File: src/rtl/param_ring_buffer.sv
// Single-clock ring buffer with registered read data and registered status flags.
// A write into a full buffer is either dropped or replaces the oldest entry, depending on OVERWRITE.
module param_ring_buffer #(
    parameter int DATA_W    = 8,
    parameter int DEPTH     = 16,
    parameter bit OVERWRITE = 1'b0,
    parameter int AF_LEVEL  = DEPTH - 2
) (
    input  logic                       clk,
    input  logic                       rst,
    input  logic                       wr_en,
    input  logic [DATA_W-1:0]          data_in,
    input  logic                       rd_en,
    output logic [DATA_W-1:0]          data_out,
    output logic                       rd_valid,
    output logic                       full,
    output logic                       empty,
    output logic                       almost_full,
    output logic [$clog2(DEPTH):0]     count,
    output logic                       overflow,
    output logic                       underflow
);

    localparam int AW = $clog2(DEPTH);
    localparam logic [AW:0] FULL_CNT = (AW+1)'(DEPTH);
    localparam logic [AW:0] AF_CNT   = (AW+1)'(AF_LEVEL);

    logic [DATA_W-1:0] mem [DEPTH];
    logic [AW-1:0]     wr_ptr;
    logic [AW-1:0]     rd_ptr;
    logic              rd_acc;
    logic              wr_acc;
    logic              drop_oldest;
    logic [AW:0]       count_next;

    // Occupancy update clamped to 0..DEPTH; inc and dec together cancel.
    function automatic logic [AW:0] sat_count(input logic [AW:0] cnt, input logic inc, input logic dec);
        logic [AW:0] res;
        res = cnt;
        if (inc && !dec && cnt != FULL_CNT)
            res = cnt + 1'b1;
        else if (dec && !inc && cnt != '0)
            res = cnt - 1'b1;
        return res;
    endfunction

    always_comb begin
        rd_acc      = rd_en && !empty;
        wr_acc      = wr_en && (!full || OVERWRITE || rd_acc);
        // Overwrite on a full buffer: the oldest word is pushed out, occupancy unchanged.
        drop_oldest = wr_acc && full && !rd_acc;
        count_next  = sat_count(count, wr_acc && !drop_oldest, rd_acc);
    end

    always_ff @(posedge clk) begin
        if (rst) begin
            wr_ptr      <= '0;
            rd_ptr      <= '0;
            count       <= '0;
            empty       <= 1'b1;
            full        <= 1'b0;
            almost_full <= 1'b0;
            rd_valid    <= 1'b0;
            overflow    <= 1'b0;
            underflow   <= 1'b0;
            data_out    <= '0;
        end else begin
            if (wr_acc)
                wr_ptr <= wr_ptr + 1'b1;
            if (rd_acc || drop_oldest)
                rd_ptr <= rd_ptr + 1'b1;
            if (rd_acc)
                data_out <= mem[rd_ptr];
            count       <= count_next;
            empty       <= (count_next == '0);
            full        <= (count_next == FULL_CNT);
            almost_full <= (count_next >= AF_CNT);
            rd_valid    <= rd_acc;
            overflow    <= wr_en && full && !rd_acc;
            underflow   <= rd_en && empty;
        end
    end

    // Storage carries no reset; contents become unreachable once the pointers clear.
    always_ff @(posedge clk) begin
        if (wr_acc && !rst)
            mem[wr_ptr] <= data_in;
    end

endmodule
File: config.mk
export PLATFORM = sky130hd
export DESIGN_NAME = param_ring_buffer
export DESIGN_NICKNAME = d
export VERILOG_FILES = /design/src/rtl/param_ring_buffer.sv
export SDC_FILE = /design/constraint.sdc
export NUM_CORES = 1
export LEC_CHECK = 0
export BUFFER_PORTS_ARGS = -buffer_cell sky130_fd_sc_hd__buf_4
export CORE_UTILIZATION = 44
export CTS_BUF_LIST = sky130_fd_sc_hd__clkbuf_2
export DETAILED_ROUTE_END_ITERATION = 10
export PLACE_DENSITY_LB_ADDON = 0.1
export SLEW_MARGIN = 15
export SYNTH_ARGS = -nofsm -noshare
export SYNTH_HDL_FRONTEND = slang
export SYNTH_SLANG_ARGS = --single-unit
File: constraint.sdc
create_clock -name clk -period 3.3 [get_ports clk]
set_clock_uncertainty 0.2 [all_clocks]
set_input_delay 0.165 -clock clk [delete_from_list [all_inputs] [get_ports clk]]
set_output_delay 0.165 -clock clk [all_outputs]
set_load 0.005 [all_outputs]
==> metrics.md <==
| Metric | Value |
|---|---|
| Commonest non-fill, non-tap cell in the layout | edfxtp_1 |
| Vias in the first global route | 3322 |
| Via count | 3198 |
| Lkg Pwr | 0.002392 uW |
| Filler cell count | 1122 |
| Largest net degree at the start of global routing | 36 |
| Antenna viol nets, final | 0 |
| Crit path required time | 3.68 ns |
| Critical path's slowest cell | dfxtp_2 |
| Finished Core Util | 52.59% |
| Total CTS buffers | 17 |
| Worst path max stage delay | 0.71 ns |
| Total net switching power | 831.1 uW |
| Reg area | 4385 sq um |
| Final cycle utilization of the critical path | 75.47% |
| Chip height | 120.3 microns |
| Unrepaired setup endpoints after global routing | false |
| Resized Gates After CTS | 0 |
| Clock buffer depth | 2 |
| Syn Std Cell Area | 6161 sq um |
| Cell Int Power | 2965 uW |
| Clk pwr share | 34.0% |
| Most frequent CP cell | a21oi_1 |
| Synth Instances | 349 |
| Initial DRT Pass Iterations | 4 |
| Max-slew violations | 0 |
| Crit path DAT | 2.87 ns |
| Placed cell count | 555 |
| DRC Markers | 0 |
| Antenna cell count | 0 |
| Hold Fails Final Rpt | 0 |
| Max-Cap Viols | 0 |
| Cells along the critical path | buf_4, mux4_1, a22oi_1, a21oi_1, a21oi_1, nor2_1 |
| Syn. warnings | 0 |
| Initial antenna violation count | 0 |
| Sequential area share after synthesis | 71.16% |
| Die width | 120.3 microns |
| Layout cells sized above 1 | 26.35% |
| Syn avg cell area | 17.65 sq um |
| Multi-input gate area | 1620 sq um |
| Asr flop ratio synth | 0% |
| # Post-CTS Setup Buffers | 0 |
| Synth Flop Type | edfxtp_1 |
| Core Box Area | 13450 sq um |
| Io pins | 31 |
| Total grt overflow | 0 |
| PwrDens | 536.6 nW/um^2 |
| Fin cells | 601 |
| CTS clk-pin slew, worst paths | 0.23 ns |
| H-tree depth | 4 |
| Synth top area share | 62.39% |
| Status | finished clean |
| Worst-margin pin slew | 0.7883 ns |
| Post-synth top area cell | edfxtp_1 |
| Placed wire-length estimate | 7728 microns |
| Overall routed net length | 12210 microns |
| Layout area overhead | 14.83% |
| Logic pwr share | 8.4% |
| Critical Path Sink Type | flop |
| Initial DRC Count | 179 |
| WL/cell | 20.31 microns |
| Crit start category | flop |
| Cell variety after synth | 41 |
| Rows | 42 |
| Critical path type | flop to flop |
| IO Port Bufs | 30 |
| Count of state elements after synthesis | 155 |
| Finish-stage setup viols | 0 |
| Initial Util | 45.80% |
| Clock latency on the worst-skew pair | 0.69 ns |
| Hold Buf Count CTS | 14 |
| GP Congestion | 0.7472 |
| Synth area leaders | edfxtp_1 (62%), dfxtp_1 (8.8%), mux4_2 (8.4%) |
| Crit-path max FO | 18 |
| CTS tree | done |
| Most frequent cells in the layout | edfxtp_1 (128), buf_4 (50), nor2_1 (37), dfxtp_1 (26), mux4_2 (23) |
| Vias per std cell | 5.321 |
| Setup_tns | 0 ns |
| Gr usage total | 18.78% |
| Slew margin rel. | 47.25% |
| Fin crit period | 2.491 ns |
| Max IR drop VDD | 0.0004982 V |
| EDFF count, synth | 128 |
| Die Area | 14480 sq um |
| F_max | 401.5 MHz |
| Clock root buffer | clkbuf_2 |
| CTS Sinks | 155 |
| Post-Syn Nets | 368 |
| HP Class | input port to flop |
| Nets | 431 |
| Switching part of the total power | 21.90% |
| Flop pwr share | 57.6% |
| Global-route wire length before repair | 19130 microns |
## area by class of cell
type | count | share of cell area [%]
clock inverter | 13 | 3.148
multi-input combinational | 170 | 22.90
sequential | 155 | 61.99
timing repair buffer | 64 | 7.287
inverter | 4 | 0.2122
tap | 176 | 3.113
clock buffer | 19 | 1.344
## power by group through the flow
stage          logic [uW]  registers, uW  clock network [uW]
3_5_place_dp          310           2230                   0
6_report              320           2190                1290
3_3_place_gp          306           2230                   0
5_1_grt               351           2190                1420
2_1_floorplan         232           2210                   0
4_1_cts               325           2190                1340
## critical path: cells and delay by family, from the launching register on
kind / cells / cell delay (ns)
mux: 1 / 0.59
flops: 1 / 0.71
simple gates: 1 / 0.05
compound gates: 3 / 0.41
buf+inv: 1 / 0.43
## worst paths after layout
kind	from	end	slack, ns	depth (start not counted)
setup reg to reg	rd_ptr[0]	data_out[7]	0.81	6
setup / recovery	rd_ptr[0]	data_out[7]	0.81	6
hold / removal	data_in[4]	mem[1][4]	0.12	2
hold reg to reg	data_out[2]	data_out[2]	0.33	2
## metal layers
metal  track usage (%)  up-vias  wire length [microns]
met5                 0        -                      0
met4             6.096        0                     72
met3             5.330        5                    593
met2             29.74       69                   6011
met1             25.13     1626                   5532
li1                  -     1498                      -
## kinds of logic after synthesis
kind of cell / synth area share (%)
flops: 71.16
buf+inv: 2.538
fa+ha+maj: 1.422
compound gates: 4.631
simple gates: 5.930
mux: 12.75
xor+xnor: 1.564
## flip-flops by register name, indices dropped and copies added, names as in the netlist
signal	flops
almost_full	1
underflow	1
full	1
rd_valid	1
count	5
mem	128
rd_ptr	4
empty	1
overflow	1
wr_ptr	4
data_out	8
## Yosys cell counts, drive strengths merged, types with 2 or more instances
cell type      instances
a21oi                 20
a22oi                 17
and2b                  2
buf                   14
clkbuf                 4
clkdlybuf4s25          2
dfxtp                 27
edfxtp               128
ha                     7
inv                    4
mux2i                  2
mux4                  32
nand2                 10
nand2b                 5
nand3                  2
nand4                  2
nor2                  37
nor2b                  2
nor3                   9
xnor2                  5
xor2                   6
## per-stage QoR
stage / area, sq um / total power [uW] / hold slack [ns] / setup WS [ns]
floorplan: 6161 / 2442 / 0.06387 / 0.9256
global placement: 6616 / 2534 / 0.2050 / 0.8186
detailed placement: 6616 / 2539 / 0.2064 / 0.8063
CTS: 7074 / 3847 / 0.01795 / 0.7674
global route: 7074 / 3961 / 0.004348 / 0.5333
finish: 7074 / 3796 / 0.1220 / 0.8094
Note: power is estimated with default switching activity, not from simulation.
